File: src/rtl/ctrl_frame_pkg.sv
// Shared constants, state encoding and helpers for the FPRI/code control frame encoder.
package ctrl_frame_pkg;

  localparam logic [7:0] HDR1 = 8'hAA;
  localparam logic [7:0] HDR2 = 8'h55;
  localparam int NUM_BYTES  = 21;
  localparam int PAD_BYTES  = 1;
  localparam int BIT_CYC    = 4;
  localparam int PRI_DELAY  = 2000;
  localparam int MIN_PERIOD = 2100;
  localparam int FRAME_BITS = (NUM_BYTES + PAD_BYTES) * 8;

  typedef enum logic [1:0] {IDLE, LOAD, SEND, GAP} state_t;

  typedef logic [NUM_BYTES-1:0][7:0] frame_bytes_t;

  // Spacing between FPRI falls: the programmed period only applies while auto-repeat is on.
  function automatic logic [15:0] clamp_period(input logic auto_en, input logic [15:0] period);
    if (auto_en && (period > 16'(MIN_PERIOD)))
      return period;
    return 16'(MIN_PERIOD);
  endfunction

endpackage

File: src/rtl/ctrl_frame_encode_if.sv
// Control-word inputs and frame outputs of the encoder, bundled for the top-level port list.
interface ctrl_frame_encode_if;
  import ctrl_frame_pkg::*;

  // start is a 1-cycle request with no ready: it is always accepted into the one-deep pending
  // slot while a frame is in flight, and overrun pulses when it is dropped because the slot is full.
  logic        start;
  logic        auto_en;
  logic [15:0] period;
  logic [7:0]  work_mode, ver_code, wave_code, fre_code, pri_code;
  logic [7:0]  hor1_code, hor2_code, hor3_code, pulse_mode, monitor_addr, monitor_mode;
  logic [15:0] hor_phase_R, ver_phase_R, hor_phase_T, ver_phase_T;
  logic        FPRI;
  logic        code;
  logic        busy;
  logic        done;
  logic        overrun;
  state_t      state;

  modport master (
    output start, auto_en, period, work_mode, ver_code, wave_code, fre_code, pri_code,
           hor1_code, hor2_code, hor3_code, pulse_mode, monitor_addr, monitor_mode,
           hor_phase_R, ver_phase_R, hor_phase_T, ver_phase_T,
    input  FPRI, code, busy, done, overrun, state
  );

  modport slave (
    input  start, auto_en, period, work_mode, ver_code, wave_code, fre_code, pri_code,
           hor1_code, hor2_code, hor3_code, pulse_mode, monitor_addr, monitor_mode,
           hor_phase_R, ver_phase_R, hor_phase_T, ver_phase_T,
    output FPRI, code, busy, done, overrun, state
  );

endinterface

File: src/rtl/ctrl_frame_shift.sv
// Frame serialiser: snapshots the frame bytes, then shifts them out MSB-first at BIT_CYC clocks/bit.
module ctrl_frame_shift
  import ctrl_frame_pkg::*;
(
  input  logic         clk,
  input  logic         rst,
  input  logic         load,
  input  logic         run,
  input  frame_bytes_t bytes,
  output logic         fpri,
  output logic         code,
  output logic         done,
  output logic         last
);

  frame_bytes_t snap;
  logic [1:0]   phase;
  logic [7:0]   bit_idx;
  logic [4:0]   byte_sel;
  logic [2:0]   bit_sel;
  logic [7:0]   cur_byte;

  assign byte_sel = bit_idx[7:3];
  assign bit_sel  = 3'd7 - bit_idx[2:0];
  assign last     = run && (bit_idx == 8'(FRAME_BITS));

  // Indices past the snapshot are the pad byte.
  always_comb begin
    cur_byte = 8'h00;
    if (byte_sel < 5'(NUM_BYTES))
      cur_byte = snap[byte_sel];
  end

  always_ff @(posedge clk or posedge rst) begin
    if (rst) begin
      snap    <= '0;
      phase   <= '0;
      bit_idx <= '0;
      fpri    <= 1'b1;
      code    <= 1'b0;
      done    <= 1'b0;
    end else begin
      done <= 1'b0;
      if (load) begin
        snap    <= bytes;
        phase   <= '0;
        bit_idx <= '0;
      end else if (last) begin
        fpri <= 1'b1;
        code <= 1'b0;
        done <= 1'b1;
      end else if (run) begin
        fpri <= 1'b0;
        if (phase == 2'd0)
          code <= cur_byte[bit_sel];
        if (phase == 2'(BIT_CYC - 1)) begin
          phase   <= '0;
          bit_idx <= bit_idx + 8'd1;
        end else begin
          phase <= phase + 2'd1;
        end
      end
    end
  end

endmodule

File: src/rtl/ctrl_frame_encode.sv
// Radar control frame encoder: launch FSM, pending/overrun tracking and frame-to-frame spacing.
module ctrl_frame_encode
  import ctrl_frame_pkg::*;
(
  input logic               glb_100M,
  input logic               rst,
  ctrl_frame_encode_if.slave bus
);

  state_t       state;
  logic         pending;
  logic         busy_q;
  logic         overrun_q;
  logic         load_q;
  logic [15:0]  frame_cnt;
  logic [15:0]  t_next;
  logic         launch_gap;
  logic         gap_end;
  logic         last;
  logic         fpri;
  logic         code;
  logic         done;
  frame_bytes_t bytes;

  always_comb begin
    bytes     = '0;
    bytes[0]  = HDR1;
    bytes[1]  = HDR2;
    bytes[2]  = bus.work_mode;
    bytes[3]  = bus.ver_code;
    bytes[4]  = bus.wave_code;
    bytes[5]  = bus.fre_code;
    bytes[6]  = bus.pri_code;
    bytes[7]  = bus.hor1_code;
    bytes[8]  = bus.hor2_code;
    bytes[9]  = bus.hor3_code;
    bytes[10] = bus.pulse_mode;
    bytes[11] = bus.monitor_addr;
    bytes[12] = bus.monitor_mode;
    bytes[13] = bus.hor_phase_R[7:0];
    bytes[14] = bus.hor_phase_R[15:8];
    bytes[15] = bus.ver_phase_R[7:0];
    bytes[16] = bus.ver_phase_R[15:8];
    bytes[17] = bus.hor_phase_T[7:0];
    bytes[18] = bus.hor_phase_T[15:8];
    bytes[19] = bus.ver_phase_T[7:0];
    bytes[20] = bus.ver_phase_T[15:8];
  end

  // frame_cnt holds k-1 at edge E0+k; relaunching three edges early puts the next E0 exactly at Tnext.
  assign t_next     = clamp_period(bus.auto_en, bus.period);
  assign launch_gap = (frame_cnt >= t_next - 16'd3) && (pending || bus.auto_en || bus.start);
  assign gap_end    = (frame_cnt >= t_next - 16'd1);

  always_ff @(posedge glb_100M or posedge rst) begin
    if (rst) begin
      state     <= IDLE;
      pending   <= 1'b0;
      busy_q    <= 1'b0;
      overrun_q <= 1'b0;
      load_q    <= 1'b0;
      frame_cnt <= '0;
    end else begin
      overrun_q <= 1'b0;
      load_q    <= (state == LOAD);
      if (load_q)
        frame_cnt <= '0;
      else if (frame_cnt != 16'hFFFF)
        frame_cnt <= frame_cnt + 16'd1;

      case (state)
        IDLE: begin
          if (bus.start || bus.auto_en) begin
            state  <= LOAD;
            busy_q <= 1'b1;
          end
        end
        LOAD, SEND: begin
          if (state == LOAD)
            state <= SEND;
          else if (last)
            state <= GAP;
          if (bus.start) begin
            if (pending) overrun_q <= 1'b1;
            else         pending   <= 1'b1;
          end
        end
        GAP: begin
          if (launch_gap) begin
            // A start arriving with the relaunch is consumed unless an older one is being used up.
            state   <= LOAD;
            pending <= pending & bus.start;
          end else if (gap_end) begin
            state  <= IDLE;
            busy_q <= 1'b0;
          end else if (bus.start) begin
            if (pending) overrun_q <= 1'b1;
            else         pending   <= 1'b1;
          end
        end
        default: state <= IDLE;
      endcase
    end
  end

  ctrl_frame_shift u_shift (
    .clk   (glb_100M),
    .rst   (rst),
    .load  (state == LOAD),
    .run   (state == SEND),
    .bytes (bytes),
    .fpri  (fpri),
    .code  (code),
    .done  (done),
    .last  (last)
  );

  assign bus.FPRI    = fpri;
  assign bus.code    = code;
  assign bus.done    = done;
  assign bus.busy    = busy_q;
  assign bus.overrun = overrun_q;
  assign bus.state   = state;

endmodule
File: src/flat_wrapper.sv
// flat-port wrapper written by rule: the top's interface ports become plain ports
module ctrl_frame_encode_flat import ctrl_frame_pkg::*;
  (glb_100M, rst, bus_start, bus_auto_en, bus_period, bus_work_mode, bus_ver_code, bus_wave_code, bus_fre_code, bus_pri_code, bus_hor1_code, bus_hor2_code, bus_hor3_code, bus_pulse_mode, bus_monitor_addr, bus_monitor_mode, bus_hor_phase_R, bus_ver_phase_R, bus_hor_phase_T, bus_ver_phase_T, bus_FPRI, bus_code, bus_busy, bus_done, bus_overrun, bus_state);
  ctrl_frame_encode_if bus_i ();
  input logic glb_100M;
  input logic rst;
  input wire logic [$bits(bus_i.start)-1:0] bus_start;
  input wire logic [$bits(bus_i.auto_en)-1:0] bus_auto_en;
  input wire logic [$bits(bus_i.period)-1:0] bus_period;
  input wire logic [$bits(bus_i.work_mode)-1:0] bus_work_mode;
  input wire logic [$bits(bus_i.ver_code)-1:0] bus_ver_code;
  input wire logic [$bits(bus_i.wave_code)-1:0] bus_wave_code;
  input wire logic [$bits(bus_i.fre_code)-1:0] bus_fre_code;
  input wire logic [$bits(bus_i.pri_code)-1:0] bus_pri_code;
  input wire logic [$bits(bus_i.hor1_code)-1:0] bus_hor1_code;
  input wire logic [$bits(bus_i.hor2_code)-1:0] bus_hor2_code;
  input wire logic [$bits(bus_i.hor3_code)-1:0] bus_hor3_code;
  input wire logic [$bits(bus_i.pulse_mode)-1:0] bus_pulse_mode;
  input wire logic [$bits(bus_i.monitor_addr)-1:0] bus_monitor_addr;
  input wire logic [$bits(bus_i.monitor_mode)-1:0] bus_monitor_mode;
  input wire logic [$bits(bus_i.hor_phase_R)-1:0] bus_hor_phase_R;
  input wire logic [$bits(bus_i.ver_phase_R)-1:0] bus_ver_phase_R;
  input wire logic [$bits(bus_i.hor_phase_T)-1:0] bus_hor_phase_T;
  input wire logic [$bits(bus_i.ver_phase_T)-1:0] bus_ver_phase_T;
  output wire logic [$bits(bus_i.FPRI)-1:0] bus_FPRI;
  output wire logic [$bits(bus_i.code)-1:0] bus_code;
  output wire logic [$bits(bus_i.busy)-1:0] bus_busy;
  output wire logic [$bits(bus_i.done)-1:0] bus_done;
  output wire logic [$bits(bus_i.overrun)-1:0] bus_overrun;
  output wire logic [$bits(bus_i.state)-1:0] bus_state;
  assign bus_i.start = bus_start;
  assign bus_i.auto_en = bus_auto_en;
  assign bus_i.period = bus_period;
  assign bus_i.work_mode = bus_work_mode;
  assign bus_i.ver_code = bus_ver_code;
  assign bus_i.wave_code = bus_wave_code;
  assign bus_i.fre_code = bus_fre_code;
  assign bus_i.pri_code = bus_pri_code;
  assign bus_i.hor1_code = bus_hor1_code;
  assign bus_i.hor2_code = bus_hor2_code;
  assign bus_i.hor3_code = bus_hor3_code;
  assign bus_i.pulse_mode = bus_pulse_mode;
  assign bus_i.monitor_addr = bus_monitor_addr;
  assign bus_i.monitor_mode = bus_monitor_mode;
  assign bus_i.hor_phase_R = bus_hor_phase_R;
  assign bus_i.ver_phase_R = bus_ver_phase_R;
  assign bus_i.hor_phase_T = bus_hor_phase_T;
  assign bus_i.ver_phase_T = bus_ver_phase_T;
  assign bus_FPRI = bus_i.FPRI;
  assign bus_code = bus_i.code;
  assign bus_busy = bus_i.busy;
  assign bus_done = bus_i.done;
  assign bus_overrun = bus_i.overrun;
  assign bus_state = bus_i.state;
  ctrl_frame_encode u_core (.glb_100M(glb_100M), .rst(rst), .bus(bus_i));
endmodule
File: config.mk
export PLATFORM = sky130hd
export DESIGN_NAME = ctrl_frame_encode_flat
export DESIGN_NICKNAME = d
export VERILOG_FILES = /design/src/rtl/ctrl_frame_pkg.sv /design/src/rtl/ctrl_frame_encode_if.sv /design/src/rtl/ctrl_frame_shift.sv /design/src/rtl/ctrl_frame_encode.sv /design/src/flat_wrapper.sv
export SDC_FILE = /design/constraint.sdc
export NUM_CORES = 1
export LEC_CHECK = 0
export BUFFER_PORTS_ARGS = -buffer_cell sky130_fd_sc_hd__buf_2
export CORE_AREA = 3 3 106 210
export CTS_CLUSTER_SIZE = 12
export DETAILED_ROUTE_END_ITERATION = 6
export DIE_AREA = 0 0 109 213
export GPL_TIMING_DRIVEN = 0
export PLACE_DENSITY = 0.76
export SYNTH_ARGS = -nofsm -noshare
export SYNTH_HDL_FRONTEND = slang
export SYNTH_SLANG_ARGS = --single-unit
export TNS_END_PERCENT = 30
File: constraint.sdc
create_clock -name glb_100M -period 9.65 [get_ports glb_100M]
set_input_delay 0.4825 -clock glb_100M [delete_from_list [all_inputs] [get_ports glb_100M]]
set_output_delay 0.4825 -clock glb_100M [all_outputs]
set_load 0.005 [all_outputs]
==> results of run 1 <==
[metal layers]
| layer | routed length (um) | part of all wire |
|---|---|---|
| met1 | 9650 | 0.33 |
| met2 | 15900 | 0.55 |
| met3 | 1270 | 0.044 |
| met4 | 2030 | 0.070 |
| met5 | 13 | 0.00045 |
[through the flow]
| step | hold WS (ns) | area [sq um] | cells | total power [mW] |
|---|---|---|---|---|
| floorplan | 0.468 | 10300 | 890 | 2.44 |
| global placement | 0.482 | 11500 | 1337 | 2.83 |
| detailed placement | 0.490 | 11600 | 1338 | 2.90 |
| CTS | 0.0695 | 12200 | 1370 | 3.61 |
| global route | 0.0783 | 12200 | 1372 | 3.81 |
| finish | 0.0631 | 12200 | 1373 | 3.60 |
[cell families after synthesis]
logic type | synth area share
AOI/OAI and AO/OA | 0.0984
xor gates and xnor gates | 0.0314
adders and majority gates | 0.0521
buffers and inverters | 0.0295
DFF | 0.456
muxes | 0.238
and+or+nand+nor | 0.0948
[sequential cells by signal, summed over array words and instances (netlist names)]
register                flops
u_core.u_shift.snap       153
u_core.u_shift.phase        2
u_core.load_q               1
u_core.bus.busy             1
u_core.bus.overrun          1
u_core.u_shift.done         1
u_core.u_shift.bit_idx      8
u_core.bus.state            2
u_core.pending              1
u_core.u_shift.fpri         1
u_core.u_shift.code         1
u_core.frame_cnt           16
[synth_stat cells (10+ instances only)]
| library cell | instances |
|---|---|
| ha_1 | 43 |
| mux2_2 | 170 |
| nor3_1 | 17 |
| inv_1 | 23 |
| xor2_1 | 23 |
| mux4_2 | 16 |
| a21o_1 | 12 |
| nor4_1 | 10 |
| nand4_1 | 12 |
| xnor2_1 | 14 |
| a21oi_1 | 41 |
| clkbuf_1 | 35 |
| nor2_1 | 46 |
| nand3_1 | 16 |
| nand2_1 | 47 |
| o21ai_0 | 32 |
| dfrtp_1 | 187 |
| a211oi_1 | 10 |
| mux2i_1 | 18 |
[worst max path at each step]
stage                     depth (start not counted)          start                  endpoint
after detailed placement                         19  bus_period[7]       u_core.bus.state[0]
after floorplan                                   1            rst           u_core.bus.busy
after global placement                            2            rst  u_core.u_shift.snap[156]
final                                            19  bus_period[7]       u_core.bus.state[0]
after CTS                                        19  bus_period[7]       u_core.bus.state[1]
after global routing                             18  bus_period[7]       u_core.bus.state[1]
[layout make-up]
type,count,share of cell area
clock inverter,10,0.00925
tap,269,0.0277
clock buffer,22,0.0381
inverter,24,0.00802
sequential,188,0.387
buffer,50,0.0176
antenna,3,0.000617
multi-input combinational,628,0.437
timing repair buffer,179,0.0755
[where the power goes]
part           switching (mW)  total, mW  internal [mW]
Combinational           0.753       1.54          0.783
Clock                   0.300      0.695          0.395
Sequential              0.208       1.36           1.16
==> out/metrics.cfg, run 1 <==
[place]
dp_slack_ns=3.91
place_congestion=0.988
io_buffers=178
dp_hpwl_um=22100

[power_and_ir_drop]
power.density_nw_per_um2=296
leakage_nw=5.44
ir_drop_mv=0.223

[global_routing]
grt_pass1_vias=8668
use_met3=0.0511
busiest_layer=met2
grt_first_pass_wirelength_um=44900
gr-usage-all-layers=0.258
met1_usage=0.248
antenna_found_initial=3
grt_start_max_net_pins=135
gr-total-overflow=0
grtUsageMet2=0.475

[timing]
setup_slack_ns=4.33
setup-tns-final_ns=0
fmax_mhz=188
rsz0062_at_grt=no
worst_pin_slew_ns=1.10
finalCriticalPeriod_ns=5.32
report.final.slew_viol_count=0
fin_crit_sh=0.552
hold_viol=0
setup_viol=0
relSlewSlack=0.246
fin_skew_ns=0.00660

[synth]
ys_seq_elements=188
synth.distinct_cells=66
avgSynthCellArea_sq_um=11.6
synth_cells=890
synth_top_cell_area_share=0.453
synth_edf_count=0
synth_fp_nets=1105
synth_area_leaders=dfrtp_1 (45%), mux2_2 (19%), ha_1 (5.2%), mux4_2 (3.5%), a21oi_1 (2.0%)
synth_top_flop_cell=dfrtp_1
syn_area_sq_um=10300
yosys_warnings=0
synth-async-reset-ratio=1.00
ys_seq_area_frac=0.456
netlist.top_cell.by_area=dfrtp_1

[setup_path]
endpoint_kind=flop
worst_ep_arrival_time_ns=5.63
r2r_cells=8
crit_type=primary input to flop
crit_chain=buf_2 > or3_4 > or3_4 > o21ai_2 > a21oi_1 > clkbuf_1 > and2_1 > ha_1 > nor3_1 > xor2_1 > nor2_1 > ha_1 > a211o_1 > a21oi_1 > o21ai_0 > a2111oi_0 > o21ai_0 > a2111oi_0 > a211oi_1
worstPathMaxFanout=10
crit_family=compound AO/OA/AOI/OAI gates
r2r_end=u_core.bus.state[0]
cp_slowest_stage_delay_ns=0.96
setup.worst_path.start_class=primary input
path_buf_inv=2
timing.rr.start=u_core.frame_cnt[5]
worstPathRequired_ns=9.95
r2r_setup_slack_ns=6.27
slowest_stage=a2111oi_0

[routing]
via_per_inst=5.84
vias=8016
ant_nets=0
wl_um=28900
drc_errors=0
post_drt_wl_per_cell_um=21.0
drt-initial-drc-count=615
firstDrtPassIters=5

[die]
io_pins=179
die_area_sq_um=23200
rows=75
initial_core_util=0.493
dieWidth_um=109
die_h_um=213
coreArea_sq_um=20900

[cts]
cts_buffer_depth=2
cts_max_level=4
clkTransAtPathRegs_ns=0.07
post_cts_resize_count=0
cts_setup_buffers=0
clock_sinks=188
clockRootBuffer=clkbuf_16
tritoncts=yes
cts_buffers=17
cts_hold_buffers=0
worstSkewPairLatency_ns=0.43

[layout]
synthToLayoutAreaGrowth_pct=17.9
nets=1303
multi_input_area_sq_um=5310
drive_above_1_share=0.386
layout_common_cells=buf_2 (187), dfrtp_1 (187), mux2_2 (170), nand2_1 (47), nor2_1 (46)
fillers=1773
seqCellArea_sq_um=4710
utilization=0.581

[job]
max_cap_viol_count=0

[outcome]
status=completed

[hold_path]
hold_class=primary input to asynchronous set/reset pin

(Power assumes the default switching activity.)
==> run 2, diff against run 1 <==
clock period = 5.35 ns   (was 9.65 ns; I/O delays follow)
==> run 2 against run 1 <==
Critical path type unchanged. Global-route usage is 0.22 points lower. Sequential power is 80% higher. Sequential cell count stayed put. Total power is 80% higher. Worst setup slack worse by 3.9 ns. Die area stayed put. Utilization is 0.36 points higher. Count of clock-buffer cells in the layout is 2 lower. Clock skew hardly changed. Highest routed layer is now met4. Critical path depth stayed put. Wire length hardly changed. Non-clock buffer count is 5 higher.
==> out/metrics.cfg, run 2 (same netlist as run 1, synthesis figures left out) <==
[outcome]
status=completed

[die]
die_area_sq_um=23200
initial_core_util=0.493
dieWidth_um=109
rows=75
die_h_um=213
coreArea_sq_um=20900
io_pins=179

[layout]
top_regs=u_core.u_shift.snap (153), u_core.frame_cnt (16), u_core.u_shift.bit_idx (8)
nets=1308
layout_common_cells=buf_2 (187), dfrtp_1 (187), mux2_2 (170), nand2_1 (47), nor2_1 (46)
drive_above_1_share=0.390
largest_reg_flops=153
layout.cells.non_filler=1379
synthToLayoutAreaGrowth_pct=18.6
regMostFlops=u_core.u_shift.snap

[timing]
hold_viol=0
rsz0062_at_grt=no
fin_skew_ns=0.00641
setup_slack_ns=0.466
finalCriticalPeriod_ns=4.88
report.final.slew_viol_count=0
fin_hold_ws_ns=0.0499
setup_viol=0
relSlewSlack=0.452
fmax_mhz=205
fin_crit_sh=0.913
worst_pin_slew_ns=0.815

[cts]
clkTransAtPathRegs_ns=0.07
cts_buffers=17
clock_sinks=188
cts_buffer_depth=2
clockRootBuffer=clkbuf_16
worstSkewPairLatency_ns=0.44
tritoncts=yes
cts_max_level=4

[routing]
via_per_inst=5.80
drt-initial-drc-count=574
ant_nets=0
drc_errors=0
firstDrtPassIters=6
vias=8000
post_drt_wl_per_cell_um=21.0
wl_um=28900

[global_routing]
gr-usage-all-layers=0.255
antenna_found_initial=4
grt_start_max_net_pins=42
gr-total-overflow=0
grt_first_pass_wirelength_um=44100
grt_pass1_vias=8611

[hold_path]
min_to=u_core.u_shift.snap[61]
hp-start=bus_hor1_code[5]
hold_class=primary input to flop
min_path_cells=2

[power_and_ir_drop]
power.density_nw_per_um2=527
leakage_nw=5.46
p_total_mw=6.46
ir_drop_mv=0.374

[setup_path]
worstPathRequired_ns=5.66
crit_type=primary input to flop
worst_ep_arrival_time_ns=5.19
endpoint_kind=flop
setup.worst_path.start_class=primary input
r2r_cells=10
r2r_end=u_core.u_shift.code
timing.rr.start=u_core.u_shift.bit_idx[3]
r2r_setup_slack_ns=2.11
worstPathMaxFanout=10

[place]
place_congestion=0.989
io_buffers=178
dp_hpwl_um=22700
place_inst=1342
dp_slack_ns=-0.166

[job]
max_cap_viol_count=0

-- run 2: changes by cell type in the layout (fill, tap and decap cells not counted), sizes merged --
cell,previous run,this run
buf,193,197
bufinv,2,1
clkinv,5,6
clkbuf,58,56
diode,3,4
clkinvlp,2,4
dlygate4sd3,0,1
-- run 2: cell type report --
cell class	count	area, sq um
sequential	188	4710
clock inverter	12	114
multi-input combinational	628	5310
fill	1805	8680
tap	269	337
clock buffer	20	457
buffer	50	214
inverter	24	93.8
antenna	4	10.0
timing repair buffer	184	1000
-- run 2: worst max-delay path by stage --
stage / cells past startpoint / to / slack, ns / from
detailed placement: 19 / u_core.bus.overrun / -0.17 / bus_period[7]
global placement: 19 / u_core.bus.overrun / -0.12 / bus_period[7]
finish: 19 / u_core.bus.state[0] / 0.47 / bus_period[7]
global route: 19 / u_core.bus.state[0] / 0.19 / bus_period[7]
floorplan: 18 / u_core.bus.state[0] / 1.16 / bus_period[7]
CTS: 19 / u_core.bus.state[0] / 0.27 / bus_period[7]
-- run 2: power by group --
part | internal, mW | switching, mW | total (mW)
Clock | 0.670 | 0.557 | 1.23
Combinational | 1.42 | 1.36 | 2.78
Sequential | 2.09 | 0.365 | 2.45
Total | 4.18 | 2.28 | 6.46
-- run 2: repair_timing --
item,in CTS,in global routing
hold endpoints to repair,20,0
hold buffers,1,0
resized for setup,0,1
setup endpoints to repair,0,3
buffers inserted,0,0
-- run 2: per-layer routing --
metal / track usage / up-vias / part of all wire
met5: 0 / - / 0
li1: - / 3675 / -
met1: 0.241 / 3908 / 0.32
met4: 0.180 / 0 / 0.074
met2: 0.480 / 296 / 0.56
met3: 0.0448 / 121 / 0.047
-- run 2: metrics by stage --
| step | instance area [sq um] | utilization | TNS (ns) |
|---|---|---|---|
| after floorplan | 10300 | - | 0 |
| after global placement | 11600 | 0.552 | -0.354 |
| after detailed placement | 11700 | 0.557 | -0.478 |
| after CTS | 12200 | 0.585 | 0 |
| after global routing | 12200 | 0.585 | 0 |
| final | 12200 | 0.585 | 0 |
-- run 2: critical path: stages --
cell and delay [ns]:
buf_2 0.12, or3_4 0.42, or3_4 0.36, o21ai_2 0.19, a21oi_1 0.12, clkbuf_1 0.30
and2_1 0.26, ha_1 0.30, nor3_1 0.21, xor2_1 0.17, nor2_1 0.06, ha_1 0.20
a211o_1 0.25, a21oi_1 0.10, o21ai_0 0.13, a2111oi_1 0.74, o21ai_0 0.41, a2111oi_0 0.47
a211oi_1 0.09
